### src/rtl/lsu_mem_seq_if.sv
// Bundles for the MEM-stage load/store sequencer: pipeline-side
// request/response channel and the word-wide data-memory port.
interface lsu_req_if #(
    parameter int ADDR_WIDTH = 32
);
    logic                  req_valid;
    logic                  req_ready;
    logic                  req_we;
    logic [2:0]            req_funct3;
    logic [ADDR_WIDTH-1:0] req_addr;
    logic [31:0]           req_wdata;
    logic                  resp_valid;
    logic [31:0]           resp_rdata;
    logic                  resp_err;

    modport master (
        output req_valid, req_we, req_funct3, req_addr, req_wdata,
        input  req_ready, resp_valid, resp_rdata, resp_err
    );
    modport slave (
        input  req_valid, req_we, req_funct3, req_addr, req_wdata,
        output req_ready, resp_valid, resp_rdata, resp_err
    );
endinterface

interface lsu_mem_if #(
    parameter int ADDR_WIDTH = 32
);
    logic                  mem_req;
    logic                  mem_gnt;
    logic [ADDR_WIDTH-1:0] mem_addr;
    logic                  mem_we;
    logic [3:0]            mem_be;
    logic [31:0]           mem_wdata;
    logic                  mem_rvalid;
    logic [31:0]           mem_rdata;

    modport master (
        output mem_req, mem_addr, mem_we, mem_be, mem_wdata,
        input  mem_gnt, mem_rvalid, mem_rdata
    );
    modport slave (
        input  mem_req, mem_addr, mem_we, mem_be, mem_wdata,
        output mem_gnt, mem_rvalid, mem_rdata
    );
endinterface

### src/rtl/lsu_mem_seq.sv
// MEM-stage load/store sequencer: one outstanding word access at a time,
// word-crossing accesses split in two, load data merged and extended.
module lsu_mem_seq #(
    parameter int ADDR_WIDTH = 32,
    parameter bit SPLIT_EN   = 1'b1
) (
    input  logic      clk,
    input  logic      rst_n,
    lsu_req_if.slave  req,
    lsu_mem_if.master mem
);
    typedef enum logic [2:0] {IDLE, REQ0, WAIT0, REQ1, WAIT1, RESP} state_t;

    state_t state, state_n;

    logic                  we_q;
    logic [2:0]            f3_q;
    logic [ADDR_WIDTH-1:0] addr_q;
    logic [31:0]           wdata_q;
    logic [31:0]           rdata0_q;

    logic                  c_we;
    logic [2:0]            c_f3;
    logic [ADDR_WIDTH-1:0] c_addr;
    logic [31:0]           c_wdata;
    logic [1:0]            off;
    logic [7:0]            ones;
    logic [7:0]            m8;
    logic                  split;
    logic [63:0]           w64;
    logic [ADDR_WIDTH-1:0] wa0;
    logic [ADDR_WIDTH-1:0] wa1;
    logic [31:0]           r0;
    logic [31:0]           r32;
    logic [31:0]           ext;
    logic                  ld0;
    logic                  err_n;
    logic                  fin;

    // In IDLE the live request feeds the decode so REQ0 outputs are ready
    // in the cycle right after accept.
    always_comb begin
        c_we    = we_q;
        c_f3    = f3_q;
        c_addr  = addr_q;
        c_wdata = wdata_q;
        if (state == IDLE) begin
            c_we    = req.req_we;
            c_f3    = req.req_funct3;
            c_addr  = req.req_addr;
            c_wdata = req.req_wdata;
        end
        off = c_addr[1:0];
        unique case (1'b1)
            (c_f3[1:0] == 2'b00): ones = 8'h01;
            (c_f3[1:0] == 2'b01): ones = 8'h03;
            default:              ones = 8'h0f;
        endcase
        m8    = ones << off;
        split = |m8[7:4];
        w64   = {32'b0, c_wdata} << {off, 3'b000};
        wa0   = {c_addr[ADDR_WIDTH-1:2], 2'b00};
        wa1   = wa0 + ADDR_WIDTH'(4);
    end

    always_comb begin
        r0  = (state == WAIT0) ? mem.mem_rdata : rdata0_q;
        r32 = 32'({mem.mem_rdata, r0} >> {off, 3'b000});
        unique case (1'b1)
            (c_f3[1:0] == 2'b00):
                ext = c_f3[2] ? {24'b0, r32[7:0]}
                              : {{24{r32[7]}}, r32[7:0]};
            (c_f3[1:0] == 2'b01):
                ext = c_f3[2] ? {16'b0, r32[15:0]}
                              : {{16{r32[15]}}, r32[15:0]};
            default:
                ext = r32;
        endcase
    end

    always_comb begin
        state_n = state;
        ld0     = 1'b0;
        err_n   = 1'b0;
        fin     = 1'b0;
        unique case (state)
            IDLE: begin
                if (req.req_valid) begin
                    if (split && !SPLIT_EN) begin
                        state_n = RESP;
                        err_n   = 1'b1;
                    end else begin
                        state_n = REQ0;
                    end
                end
            end
            REQ0: if (mem.mem_gnt) state_n = WAIT0;
            WAIT0: begin
                if (mem.mem_rvalid) begin
                    ld0 = 1'b1;
                    if (split) begin
                        state_n = REQ1;
                    end else begin
                        state_n = RESP;
                        fin     = 1'b1;
                    end
                end
            end
            REQ1: if (mem.mem_gnt) state_n = WAIT1;
            WAIT1: begin
                if (mem.mem_rvalid) begin
                    state_n = RESP;
                    fin     = 1'b1;
                end
            end
            RESP:    state_n = IDLE;
            default: state_n = IDLE;
        endcase
    end

    always_ff @(posedge clk or negedge rst_n) begin
        if (!rst_n) state <= IDLE;
        else        state <= state_n;
    end

    always_ff @(posedge clk or negedge rst_n) begin
        if (!rst_n) begin
            we_q           <= 1'b0;
            f3_q           <= 3'b0;
            addr_q         <= '0;
            wdata_q        <= 32'b0;
            rdata0_q       <= 32'b0;
            req.req_ready  <= 1'b1;
            req.resp_valid <= 1'b0;
            req.resp_err   <= 1'b0;
            req.resp_rdata <= 32'b0;
            mem.mem_req    <= 1'b0;
            mem.mem_we     <= 1'b0;
            mem.mem_be     <= 4'b0;
            mem.mem_addr   <= '0;
            mem.mem_wdata  <= 32'b0;
        end else begin
            if (state == IDLE && req.req_valid) begin
                we_q    <= req.req_we;
                f3_q    <= req.req_funct3;
                addr_q  <= req.req_addr;
                wdata_q <= req.req_wdata;
            end
            if (ld0) rdata0_q <= mem.mem_rdata;
            req.req_ready  <= (state_n == IDLE);
            req.resp_valid <= (state_n == RESP);
            req.resp_err   <= err_n;
            req.resp_rdata <= (fin && !c_we) ? ext : 32'b0;
            mem.mem_req    <= (state_n == REQ0) || (state_n == REQ1);
            mem.mem_we     <= 1'b0;
            mem.mem_be     <= 4'b0;
            mem.mem_addr   <= '0;
            mem.mem_wdata  <= 32'b0;
            if (state_n == REQ0) begin
                mem.mem_we    <= c_we;
                mem.mem_be    <= m8[3:0];
                mem.mem_addr  <= wa0;
                mem.mem_wdata <= w64[31:0];
            end
            if (state_n == REQ1) begin
                mem.mem_we    <= c_we;
                mem.mem_be    <= m8[7:4];
                mem.mem_addr  <= wa1;
                mem.mem_wdata <= w64[63:32];
            end
        end
    end
endmodule

### src/flat_wrapper.sv
// flat-port wrapper written by rule: the top's interface ports become plain ports
module lsu_mem_seq_flat 
#(
    parameter int ADDR_WIDTH = 32,
    parameter bit SPLIT_EN   = 1'b1
)
  (clk, rst_n, req_req_valid, req_req_we, req_req_funct3, req_req_addr, req_req_wdata, req_req_ready, req_resp_valid, req_resp_rdata, req_resp_err, mem_mem_req, mem_mem_addr, mem_mem_we, mem_mem_be, mem_mem_wdata, mem_mem_gnt, mem_mem_rvalid, mem_mem_rdata);
  lsu_req_if #(.ADDR_WIDTH(ADDR_WIDTH)) req_i ();
  lsu_mem_if #(.ADDR_WIDTH(ADDR_WIDTH)) mem_i ();
  input  logic clk;
  input  logic rst_n;
  input wire logic [$bits(req_i.req_valid)-1:0] req_req_valid;
  input wire logic [$bits(req_i.req_we)-1:0] req_req_we;
  input wire logic [$bits(req_i.req_funct3)-1:0] req_req_funct3;
  input wire logic [$bits(req_i.req_addr)-1:0] req_req_addr;
  input wire logic [$bits(req_i.req_wdata)-1:0] req_req_wdata;
  output wire logic [$bits(req_i.req_ready)-1:0] req_req_ready;
  output wire logic [$bits(req_i.resp_valid)-1:0] req_resp_valid;
  output wire logic [$bits(req_i.resp_rdata)-1:0] req_resp_rdata;
  output wire logic [$bits(req_i.resp_err)-1:0] req_resp_err;
  output wire logic [$bits(mem_i.mem_req)-1:0] mem_mem_req;
  output wire logic [$bits(mem_i.mem_addr)-1:0] mem_mem_addr;
  output wire logic [$bits(mem_i.mem_we)-1:0] mem_mem_we;
  output wire logic [$bits(mem_i.mem_be)-1:0] mem_mem_be;
  output wire logic [$bits(mem_i.mem_wdata)-1:0] mem_mem_wdata;
  input wire logic [$bits(mem_i.mem_gnt)-1:0] mem_mem_gnt;
  input wire logic [$bits(mem_i.mem_rvalid)-1:0] mem_mem_rvalid;
  input wire logic [$bits(mem_i.mem_rdata)-1:0] mem_mem_rdata;
  assign req_i.req_valid = req_req_valid;
  assign req_i.req_we = req_req_we;
  assign req_i.req_funct3 = req_req_funct3;
  assign req_i.req_addr = req_req_addr;
  assign req_i.req_wdata = req_req_wdata;
  assign req_req_ready = req_i.req_ready;
  assign req_resp_valid = req_i.resp_valid;
  assign req_resp_rdata = req_i.resp_rdata;
  assign req_resp_err = req_i.resp_err;
  assign mem_mem_req = mem_i.mem_req;
  assign mem_mem_addr = mem_i.mem_addr;
  assign mem_mem_we = mem_i.mem_we;
  assign mem_mem_be = mem_i.mem_be;
  assign mem_mem_wdata = mem_i.mem_wdata;
  assign mem_i.mem_gnt = mem_mem_gnt;
  assign mem_i.mem_rvalid = mem_mem_rvalid;
  assign mem_i.mem_rdata = mem_mem_rdata;
  lsu_mem_seq #(.ADDR_WIDTH(ADDR_WIDTH), .SPLIT_EN(SPLIT_EN)) u_core (.clk(clk), .rst_n(rst_n), .req(req_i), .mem(mem_i));
endmodule
### config.mk
export PLATFORM = sky130hd
export DESIGN_NAME = lsu_mem_seq_flat
export DESIGN_NICKNAME = d
export VERILOG_FILES = /design/src/rtl/lsu_mem_seq_if.sv /design/src/rtl/lsu_mem_seq.sv /design/src/flat_wrapper.sv
export SDC_FILE = /design/constraint.sdc
export NUM_CORES = 1
export LEC_CHECK = 0
export BUFFER_PORTS_ARGS = -buffer_cell sky130_fd_sc_hd__buf_2
export CORE_ASPECT_RATIO = 0.5
export CORE_UTILIZATION = 50
export DETAILED_ROUTE_END_ITERATION = 7
export PLACE_DENSITY_LB_ADDON = 0.25
export SYNTH_ARGS = -nofsm -noshare
export SYNTH_HDL_FRONTEND = slang
export SYNTH_SLANG_ARGS = --single-unit
export TNS_END_PERCENT = 30
### constraint.sdc
create_clock -name clk -period 8.4 [get_ports clk]
set_input_delay 2.1 -clock clk [delete_from_list [all_inputs] [get_ports clk]]
set_output_delay 2.1 -clock clk [all_outputs]
set_load 0.02 [all_outputs]
==> impl_results.md <==
- Synth async-reset ratio: 1.00
- Fill count: around 1900
- Clock skew: 0.0142 ns
- Most common cell in the netlist: dfrtp_1
- Number of global-route vias before repair: 9322
- Final max-slew violation count: 0
- Setup TNS: 0 ns
- Post-CTS Hold Fix Bufs: 0
- Iteration-0 DRC Markers: 982
- Most common flop cell mapped by yosys: dfrtp_1
- Max-slew headroom: 0.177
- Via count: about 10000
- Total CTS buffers: 20
- Mapped Area: between 10000 and 15000 sq um
- GPL Wtd Cong: 0.901
- Layout cells sized above 1: 0.317
- Crit-path cells: buf_2 > nor4bb_4 > buf_4 > and3_1 > a2111o_1 > buf_4 > clkinv_1 > o21ai_1 > o32ai_1
- CTS tree: done
- PostCTS Resize Cnt: 0
- Core area: 22200 sq um
- Die ar.: roughly 24000 sq um
- Sink Count: about 210
- Worst setup EP type: flop
- Largest net degree at the start of global routing: 92
- Crit path arrival time: 4.92 ns
- Syn Area/Cell: between 10 and 15 sq um
- Final setup vio count: 0
- Post-CTS Setup Bufs: 0
- Layout Area Growth over Synthesis: 16.5%
- Crit Path Category: input port to flop
- P_int: 0.00326 W
- Syn. warnings: 0
- Clock Path Buffers: 3
- Max Freq: 217 MHz
- Hold Vio Cnt, Final: 0
- Top cell type's share of synthesized area: 0.442
- Skew-Pair Late Insertion Delay: 0.51 ns
- Leakage: approximately 6.2 nW
- Final Instance Area: ~13000 sq um
- Drt pass-1 iters: 7
- FP Rows: 38
- Number of synthesized register bits: about 210
- Number of H-tree levels: 1
- Unrepaired setup endpoints after global routing: false
- WP data required: a little under 9 ns
- Final clock period utilization by the worst path: 0.548
- Power share of the clock group: 0.175
- Synth cell count leaders: 204 x dfrtp_1, 125 x mux2_2, 107 x mux2i_1
- Util after Layout: 0.608
- Post-DP HPWL: 21300 microns
- Vertical die dimension: 110 microns
- Yosys top cell by area: dfrtp_1
- Remaining global-route overflow: 0
- Die X: 217 microns
- # port buffers: about 200
- Area contributors post-synth: dfrtp_1 44%, mux2_2 12%, mux2i_1 9.3%, nand2_1 3.2%, a211oi_1 2.5%
- WL final: roughly 32000 microns
- CP peak stage delay: 0.74 ns
- Largest fanout on the critical path: 33
- Combinational Power Share: 0.539
- Antenna-violating nets left: 0
- Initial antenna violation count: 1
- Clock slew seen by the registers of the worst setup and hold paths: about 0.07 ns
- Sequential power share: 0.285
- Clk root buf: clkbuf_16
- Register area share after synthesis: 0.444
- First-pass GRT wire length: a little over 50000 microns
- Number of synthesized flops with an enable pin: 0
- WL per Instance: a little over 20 microns
- Max-cap violations: 0
- DRC: 0
- Starting Density: 0.522
- Tightest Hold Check Type: flop to flop
- Post-layout min period: 4.60 ns
- Final Total Pwr: slightly below 0.006 W
- # IOs: 210
- Average via count per standard cell: 6.11
- # nets final: between 1000 and 1500
- Startpoint types: input port
- Pwr/cell area: around 440 nW/um^2
- CP max stage cell: o21ai_1
- All-Layer GR Usage: 0.270
- Worst-margin pin slew: 1.23 ns
- Sw Share: 0.444
- Netlist cell types: 70
- Most frequent CP cell: buf_4
- Psw: 0.00260 W
- Dpl cell area: 12700 sq um
- Status: complete, no violations
- Max VDD drop: 0.272 mV
- Cells after Synth: roughly 1100
==> cells by family after synthesis <==
kind of cell,Yosys count,synth area share
simple gates,346,0.150
mux,234,0.218
compound gates,221,0.130
flops,205,0.444
buf+inv,92,0.0390
xor+xnor,24,0.0182
fa+ha+maj,1,0.00108
other cells,1,0.000324
==> sequential cells by signal, indices dropped and copies added, names as in the netlist <==
register,cells
u_core.we_q,1
u_core.mem.mem_wdata,32
u_core.state,3
u_core.req.resp_rdata,32
u_core.mem.mem_be,4
u_core.req.resp_valid,1
u_core.addr_q,32
u_core.wdata_q,32
u_core.f3_q,3
u_core.mem.mem_we,1
u_core.req.req_ready,1
u_core.mem.mem_addr,30
u_core.rdata0_q,32
u_core.mem.mem_req,1
==> per-layer routing <==
| layer | up-vias | global-route usage | wire (microns) |
|---|---|---|---|
| met3 | 76 | 0.0437 | 1980 |
| met2 | 377 | 0.443 | 15200 |
| li1 | 4464 | - | - |
| met1 | 4850 | 0.364 | 14000 |
| met4 | 0 | 0.0966 | 995 |
| met5 | - | 0 | 0 |
==> final timing paths <==
check,cells after the start,to,slack [ns],startpoint
min in group asynchronous,1,u_core.mem.mem_addr[15],1.64,rst_n
setup / recovery,9,u_core.mem.mem_wdata[21],3.80,mem_mem_rvalid
hold / removal,1,u_core.addr_q[19],0.51,u_core.addr_q[19]
setup reg to reg,7,u_core.mem.mem_wdata[6],4.40,u_core.state[2]
max in group asynchronous,2,u_core.wdata_q[3],5.47,rst_n
hold reg to reg,1,u_core.addr_q[19],0.51,u_core.addr_q[19]
==> per-stage QoR <==
step / instances / setup slack [ns] / hold WS, ns
after floorplan: 1126 / 4.67 / 0.477
after global placement: 1557 / 3.37 / 0.487
after detailed placement: 1557 / 3.26 / 0.495
after CTS: 1593 / 3.79 / 0.510
after global routing: 1593 / 3.52 / 0.531
final: 1598 / 3.80 / 0.508
==> power by group through the flow <==
stage               clock (W)  combinational, W  sequential [W]
floorplan                   0           0.00232         0.00172
global placement            0           0.00307         0.00166
detailed placement          0           0.00313         0.00168
CTS                   0.00105           0.00314         0.00166
global route          0.00108           0.00344         0.00172
finish                0.00103           0.00316         0.00167
==> layout by cell type, fill, tap and decap left out, drive strengths merged, types with 24 or more instances in the layout <==
master	count
nor3	50
nand2	100
o21ai	42
mux2i	108
a211oi	39
clkbuf	25
dfrtp	204
buf	220
a21oi	47
nor2	69
mux2	126
nand3	24
nor2b	33
==> worst max-delay path: cells and delay by family <==
family | cells | cell delay [ns]
AO/OA/AOI/OAI | 3 | 1.04
AND/OR/NAND/NOR | 2 | 0.54
buffers and inverters | 4 | 1.23
==> final cells by class <==
class,count,area (sq um),area share
clock inverter,12,190,0.0141
multi-input combinational,829,6030,0.448
antenna,5,12.5,0.000929
sequential,205,5130,0.381
timing repair buffer,221,1150,0.0856
clock buffer,24,557,0.0414
inverter,2,7.51,0.000558
tap,300,375,0.0279
Power figures use the tool's default switching activity.
